===== src/rtl/imm_gen_pipe.sv =====
// Pipelined immediate generator with a two-entry skid buffer.
// The immediate is decoded combinationally from the incoming instruction and
// captured into the output register, or into the skid register when the
// output register is occupied and the consumer is stalling.
module imm_gen_pipe #(
  parameter int XLEN  = 32,
  parameter int TAG_W = 4,
  parameter int CNT_W = 8
) (
  input  logic             clk,
  input  logic             rst,
  input  logic             in_valid,
  output logic             in_ready,
  input  logic [31:0]      in_inst,
  input  logic [2:0]       in_imm_type,
  input  logic [TAG_W-1:0] in_tag,
  output logic             out_valid,
  input  logic             out_ready,
  output logic [XLEN-1:0]  out_imm,
  output logic             out_err,
  output logic [TAG_W-1:0] out_tag,
  output logic [CNT_W-1:0] err_cnt
);

  generate
    if (XLEN != 32 && XLEN != 64) begin : g_bad_xlen
      $error("imm_gen_pipe: XLEN must be 32 or 64");
    end
  endgenerate

  localparam logic [2:0] T_I  = 3'd0;
  localparam logic [2:0] T_S  = 3'd1;
  localparam logic [2:0] T_B  = 3'd2;
  localparam logic [2:0] T_J  = 3'd3;
  localparam logic [2:0] T_U  = 3'd4;
  localparam logic [2:0] T_Z  = 3'd5;
  localparam logic [2:0] T_SH = 3'd6;
  localparam logic [2:0] T_RS = 3'd7;

  // Extract and extend the immediate for the selected format.
  function automatic logic signed [XLEN-1:0] gen_imm(input logic [31:0] inst,
                                                     input logic [2:0]  t);
    logic signed [11:0] s12;
    logic signed [12:0] s13;
    logic signed [20:0] s21;
    logic signed [31:0] s32;
    s12 = '0;
    s13 = '0;
    s21 = '0;
    s32 = '0;
    gen_imm = '0;
    case (t)
      T_I: begin
        s12 = $signed(inst[31:20]);
        gen_imm = XLEN'(s12);
      end
      T_S: begin
        s12 = $signed({inst[31:25], inst[11:7]});
        gen_imm = XLEN'(s12);
      end
      T_B: begin
        s13 = $signed({inst[31], inst[7], inst[30:25], inst[11:8], 1'b0});
        gen_imm = XLEN'(s13);
      end
      T_J: begin
        s21 = $signed({inst[31], inst[19:12], inst[20], inst[30:21], 1'b0});
        gen_imm = XLEN'(s21);
      end
      T_U: begin
        s32 = $signed({inst[31:12], 12'b0});
        gen_imm = XLEN'(s32);
      end
      T_Z:  gen_imm = $signed(XLEN'(inst[19:15]));
      T_SH: gen_imm = (XLEN == 64) ? $signed(XLEN'(inst[25:20]))
                                   : $signed(XLEN'(inst[24:20]));
      default: gen_imm = '0;
    endcase
  endfunction

  // Counter increment that sticks at all-ones.
  function automatic logic [CNT_W-1:0] sat_inc(input logic [CNT_W-1:0] c);
    sat_inc = (c == {CNT_W{1'b1}}) ? c : c + CNT_W'(1);
  endfunction

  logic signed [XLEN-1:0] imm_p0;
  logic                   err_p0;

  logic                   vld_p1;
  logic signed [XLEN-1:0] imm_p1;
  logic                   err_p1;
  logic [TAG_W-1:0]       tag_p1;

  logic                   sk_vld_p1;
  logic signed [XLEN-1:0] sk_imm_p1;
  logic                   sk_err_p1;
  logic [TAG_W-1:0]       sk_tag_p1;

  logic [CNT_W-1:0]       cnt;

  logic accept;
  logic pop;
  logic move_sk;
  logic load_or;
  logic load_sk;

  assign imm_p0 = gen_imm(in_inst, in_imm_type);
  assign err_p0 = (in_imm_type == T_RS);

  // Ready depends only on registered skid state and reset, never on out_ready.
  assign in_ready = !sk_vld_p1 && !rst;
  assign accept   = in_valid && in_ready;
  assign pop      = vld_p1 && out_ready;
  assign move_sk  = pop && sk_vld_p1;
  assign load_or  = accept && (!vld_p1 || pop);
  assign load_sk  = accept && vld_p1 && !pop;

  // ---- stage p0 -> p1 boundary ----

  // Occupancy of output and skid registers plus the error counter.
  always_ff @(posedge clk) begin
    if (rst) begin
      vld_p1    <= 1'b0;
      sk_vld_p1 <= 1'b0;
      cnt       <= '0;
    end else begin
      if (load_or || move_sk) begin
        vld_p1 <= 1'b1;
      end else if (pop) begin
        vld_p1 <= 1'b0;
      end
      if (move_sk) begin
        sk_vld_p1 <= 1'b0;
      end else if (load_sk) begin
        sk_vld_p1 <= 1'b1;
      end
      if (accept && err_p0) begin
        cnt <= sat_inc(cnt);
      end
    end
  end

  // Output register contents; cleared on reset so idle outputs read zero.
  always_ff @(posedge clk) begin
    if (rst) begin
      imm_p1 <= '0;
      err_p1 <= 1'b0;
      tag_p1 <= '0;
    end else if (move_sk) begin
      imm_p1 <= sk_imm_p1;
      err_p1 <= sk_err_p1;
      tag_p1 <= sk_tag_p1;
    end else if (load_or) begin
      imm_p1 <= imm_p0;
      err_p1 <= err_p0;
      tag_p1 <= in_tag;
    end
  end

  // Skid register contents; only meaningful while sk_vld_p1 is set.
  always_ff @(posedge clk) begin
    if (load_sk) begin
      sk_imm_p1 <= imm_p0;
      sk_err_p1 <= err_p0;
      sk_tag_p1 <= in_tag;
    end
  end

  assign out_valid = vld_p1;
  assign out_imm   = imm_p1;
  assign out_err   = err_p1;
  assign out_tag   = tag_p1;
  assign err_cnt   = cnt;

endmodule


===== config.mk =====
export PLATFORM = sky130hd
export DESIGN_NAME = imm_gen_pipe
export DESIGN_NICKNAME = d
export VERILOG_FILES = /design/src/rtl/imm_gen_pipe.sv
export SDC_FILE = /design/constraint.sdc
export NUM_CORES = 1
export LEC_CHECK = 0
export CORE_ASPECT_RATIO = 1.5
export CORE_MARGIN = 4
export CORE_UTILIZATION = 35
export DETAILED_ROUTE_END_ITERATION = 10
export GPL_TIMING_DRIVEN = 0
export PLACE_DENSITY = 0.66
export SYNTH_ARGS = -nofsm -noshare
export SYNTH_HDL_FRONTEND = slang
export SYNTH_SLANG_ARGS = --single-unit

===== constraint.sdc =====
create_clock -name clk -period 4.8 [get_ports clk]
set_input_delay 0.72 -clock clk [delete_from_list [all_inputs] [get_ports clk]]
set_output_delay 0.72 -clock clk [all_outputs]
set_load 0.02 [all_outputs]

==> Yosys cells after proc, flatten, opt, wreduce, memory -nomap -nowiden <==
Index checks and enable logic that the tools add are counted.
{ "word_totals": {"register_bits": 84, "inputBits": 43, "out_inout_bits": 47, "wordCells": 47} }
{ "op_classes": {"add_sub_neg": 1, "eq_ne": 8, "mux": 9, "n_bitwise": 1, "n_reduce_logical": 19} }
{ "op_table": {"columns": ["op", "count"], "rows": [
  ["one-hot mux 32 bit (7 select lines)", 1],
  ["two-way mux 32 bit", 2],
  ["== test 3 bit (second input constant)", 4],
  ["adder 8 x 1 -> 8 bit (second input constant)", 1],
  ["== test 8 bit (second input constant)", 1],
  ["logical AND 1 bit", 8],
  ["two-way mux 4 bit", 2],
  ["== test 3 x 2 -> 1 bit (second input constant)", 2],
  ["logical NOT 1 bit", 4],
  ["two-way mux 1 bit", 4],
  ["nonzero test 2 bit", 2],
  ["== test 3 x 1 -> 1 bit (second input constant)", 1],
  ["logical NOT 3 bit", 1],
  ["logical OR 1 bit", 2],
  ["AND reduction 2 bit", 1],
  ["OR reduction 2 bit", 1],
  ["inverter 1 bit", 1]
]} }

==> Longest topological paths before layout <==
{ "logic_depth": {"word_depth": 6, "ltp_mapped": 7, "ltp_nobuf": 5} }

==> Worst setup path before layout <==
Ideal clock, no wire load.
{ "synth_path": {"path_type": "input-to-reg", "start": "in rst", "end": "reg sk_err_p1, enable pin", "setup_time_ns": 0.478, "arrival_ns": 3.671, "t_required_ns": 4.322, "setup_slack_ns": 0.652, "cell_stages": 3, "n_path_buf": 2, "path_cell_list": "buf_2 buf_1 nor3_1"} }
{ "synth_via": {"elab_chain_len": 5} }
{ "synth_lines": {"columns": ["element", "line", "source"], "rows": [
  ["from (decl)", "11", "input logic rst,"],
  ["logical NOT 1 bit", "110", "assign in_ready = !sk_vld_p1 && !rst;"],
  ["logical AND 1 bit", "110", null],
  ["logical AND 1 bit", "111", "assign accept = in_valid && in_ready;"],
  ["logical AND 1 bit (2 in series)", "115", "assign load_sk = accept && vld_p1 && !pop;"],
  ["via load_sk", "104", "logic load_sk;"],
  ["to (signal assigned)", "163", "sk_err_p1 <= err_p0;"],
  ["to (decl)", "95", "logic sk_err_p1;"]
]} }
The timed path passes the listed nets, and every way through them passes these cells.
A chain may end at the register's enable or synchronous reset.

==> Worst setup path after layout <==
{ "layout_path": {"start": "in rst", "end": "out in_ready"} }
{ "layout_via": {"elab_chain_len": 2} }
{ "layout_lines": {"columns": ["element", "line", "source"], "rows": [
  ["logical NOT 1 bit", "110", null],
  ["logical AND 1 bit", "110", null],
  ["to (decl)", "13", "output logic in_ready,"]
]} }
Every way passes these cells.

==> metrics.yaml <==
synth:
  synth-xor-area-share: 0.009472
  syn_nets: 397
  synth_fa_ha_area_frac: 0.003383
  yosysSeqAreaShare: 0.5548
  ys_warn_count: 0
  netlist-cell-type-count: 42
  syn_inst: 353
  synth_seq_cells: 84
  ys_async_sr_fraction: 0
  syn-cell-area_um2: 3699
  synth_simple_gate_area_frac: 0.1204
  synth_edf_count: 37
  synth_top_family_by_area: "compound AO/OA/AOI/OAI gates"
  synth_compound_area_frac: 0.2399
  ys.flop_type: "dfxtp_1"
  muxShareOfSynthArea: 0.03011
  syn_avg_cell_area_um2: 10.48
route:
  drt_pass1_iterations: 4
  remaining_drc_errors: 0
  drtIter0Drc: 189
  ant_nets: 0
  wl_um: 10130
  num_vias: 3121
  via_per_inst: 5.263
  avgRoutedWirePerCell_um: 17.08
worst_setup_path:
  cpPeakStageDelay_ns: 0.65
  crit_path_max_fanout: 10
  ff2ff_path_depth: 4
  criticalPathCategory: "input pin to output port"
  timing.rr.end: "sk_tag_p1[1]"
  r2r_start: "sk_vld_p1"
  r2r_slack_ns: 2.83
  crit_top_cell: "clkdlybuf4s50_1"
  slowest_stage: "clkdlybuf4s50_1"
  startpoint_type: "input pin"
  cp.arrival_ns: 2.76
  cp_cell_sequence: "clkdlybuf4s50_1, buf_2, buf_1, nor2_1, clkdlybuf4s50_1"
  critPathTopFamily: "buffers and inverters"
  path_buf_inv: 4
  worstSetupEndpointType: "output port"
  cp.required_ns: 4.08
cts:
  clk_pin_slew_worst_paths_ns: 0.06
  cts_buffers: 9
  clockBufferDepth: 2
  insertion_delay_ns: 0.34
  htree_levels: 3
  post_cts_buffers: 0
  cts_tree: "yes"
  hold_buffers: 0
  cts.repair.resized: 0
  cts-root-buf: "clkbuf_16"
  cts_num_sinks: 84
layout:
  nets: 491
  layout-drive-gt1-share: 0.08628
  stdcell_count: 593
  n_fill_cell: 989
  area.growth.synth_to_final_pct: 35.89
  fin_area_um2: 5026
  diodes: 0
  final_util: 0.4905
timing:
  slew_headroom: 0.4322
  skew_ns: 0.003772
  fmax_mhz: 287.0
  finalMaxSlewViolations: 0
  setup_violations: 0
  final.setup.worst_slack_ns: 1.316
  finalHoldViolCount: 0
  grt_setup_unrepaired: "false"
  min_period_ns: 3.484
  fin_crit_sh: 0.7258
  worst_pin_slew_ns: 0.8471
placement:
  finalWeightedCongestion: 0.7978
  dp_slack_ns: 1.318
  dp_cells: 577
  placed_cell_area_um2: 4718
  hpwl_um: 7408
  portBuffers: 80
global_routing:
  grt_pass1_vias: 3161
  track_usage: 0.1688
  grt_max_degree: 14
  grt_pass1_wl_um: 16180
  antenna_found_initial: 0
  overflow: 0
status:
  status: "finished clean"
min_path:
  hold_depth: 2
  min_to: "out_imm[29]"
  worstHoldStart: "out_imm[29]"
  hp-class: "register to register"
flow_run:
  cap_violations: 0
floorplanning:
  die_x_um: 91.94
  ioPinCount: 90
  num_rows: 45
  start_util: 0.3609
  coreArea_um2: 10250
  dieArea_um2: 12310
  die_h_um: 133.9
power_and_ir_drop:
  p_leak_nw: 1.850
  irDropWorstVdd_uv: 176.9
  powerDensity_nw_per_um2: 339.8
  p_total_mw: 1.708
==> sequential cells by signal, summed over array words and instances, names as in the netlist <==
signal     count
out_imm       32
sk_vld_p1      1
out_valid      1
sk_imm_p1     32
sk_tag_p1      4
out_tag        4
out_err        1
err_cnt        8
sk_err_p1      1
==> Yosys cell counts (2+ instances only) <==
master,count,area [um2]
a211oi_1,3,22.52
a21o_1,19,142.6
a21oi_1,35,175.2
a22oi_1,20,150.1
a31oi_1,8,50.05
a32o_1,8,80.08
and2_1,3,18.77
and3_1,3,18.77
buf_1,2,7.510
buf_2,10,50.05
buf_4,5,37.54
clkbuf_1,13,48.80
dfxtp_1,47,940.9
edfxtp_1,37,1111
inv_1,3,11.26
mux2i_1,10,100.1
nand2_1,33,123.9
nand2b_1,2,12.51
nand3_1,7,35.03
nor2_1,12,45.04
nor2b_1,19,118.9
o21ai_0,19,95.09
o22ai_1,8,50.05
o2bb2ai_1,4,35.03
or3_1,3,18.77
xor2_1,4,35.03
==> layer usage <==
metal | global-route usage | routed length (um)
met4 | 0.09669 | 335
met5 | 0 | 0
met2 | 0.2825 | 4985
met3 | 0.02189 | 604
met1 | 0.2079 | 4200
==> worst reg2reg max path: stages (launching register included) <==
cell and delay [ns]:
dfxtp_1 0.38, nand2b_1 0.20, nor3_2 0.69, buf_6 0.25
buf_8 0.16
==> per-stage QoR <==
stage,hold slack [ns],setup TNS (ns)
floorplan,0.4366,0
global placement,0.4455,-55.53
detailed placement,0.4521,0
CTS,0.4664,0
global route,0.4800,0
finish,0.4618,0
==> how the worst max path moves through the flow <==
stage / startpoint / to / slack [ns] / cells past startpoint
4_1_cts: rst / in_ready / 1.31 / 5
3_5_place_dp: rst / in_ready / 1.32 / 5
2_1_floorplan: rst / sk_err_p1 / 0.65 / 3
5_1_grt: rst / in_ready / 1.23 / 5
3_3_place_gp: rst / sk_imm_p1[19] / -1.50 / 4
6_report: rst / in_ready / 1.32 / 5
==> area by class of cell <==
| class | count | area, um2 | share of cell area |
|---|---|---|---|
| clock buffer | 13 | 292.8 | 0.05825 |
| timing repair buffer | 83 | 838.3 | 0.1668 |
| inverter | 3 | 11.26 | 0.002240 |
| multi-input combinational | 236 | 1496 | 0.2977 |
| sequential | 84 | 2052 | 0.4083 |
| tap | 141 | 176.4 | 0.03510 |
| clock inverter | 3 | 15.01 | 0.002987 |
| buffer | 30 | 143.9 | 0.02863 |
==> placed cells by master (no fill, tap or decap), types with 4 or more instances in the layout <==
cell type and count:
a21oi_1 35, nand3_1 7, clkdlybuf4s50_1 80, nand2_1 33, clkbuf_16 11, mux2i_1 10, a31oi_1 8, o2bb2ai_1 4
a22oi_1 20, o21ai_0 19, a32o_1 8, xor2_1 4, o22ai_1 8, buf_4 5, clkbuf_1 14, nor2b_1 19
dfxtp_1 47, buf_2 10, edfxtp_1 37, nor2_1 12, a21o_1 19
==> power breakdown <==
part           internal [mW]  switching, mW  total [mW]
Combinational          0.105          0.123       0.228
Sequential             0.773         0.0135       0.786
Clock                  0.425          0.269       0.694
==> cell families after synthesis <==
group                      after synthesis
adders and majority gates                1
xor gates and xnor gates                 4
muxes                                   11
DFF                                     84
and+or+nand+nor                         88
buffers and inverters                   33
AOI/OAI and AO/OA                      132
No activity file was read; power rests on OpenSTA's default activity.
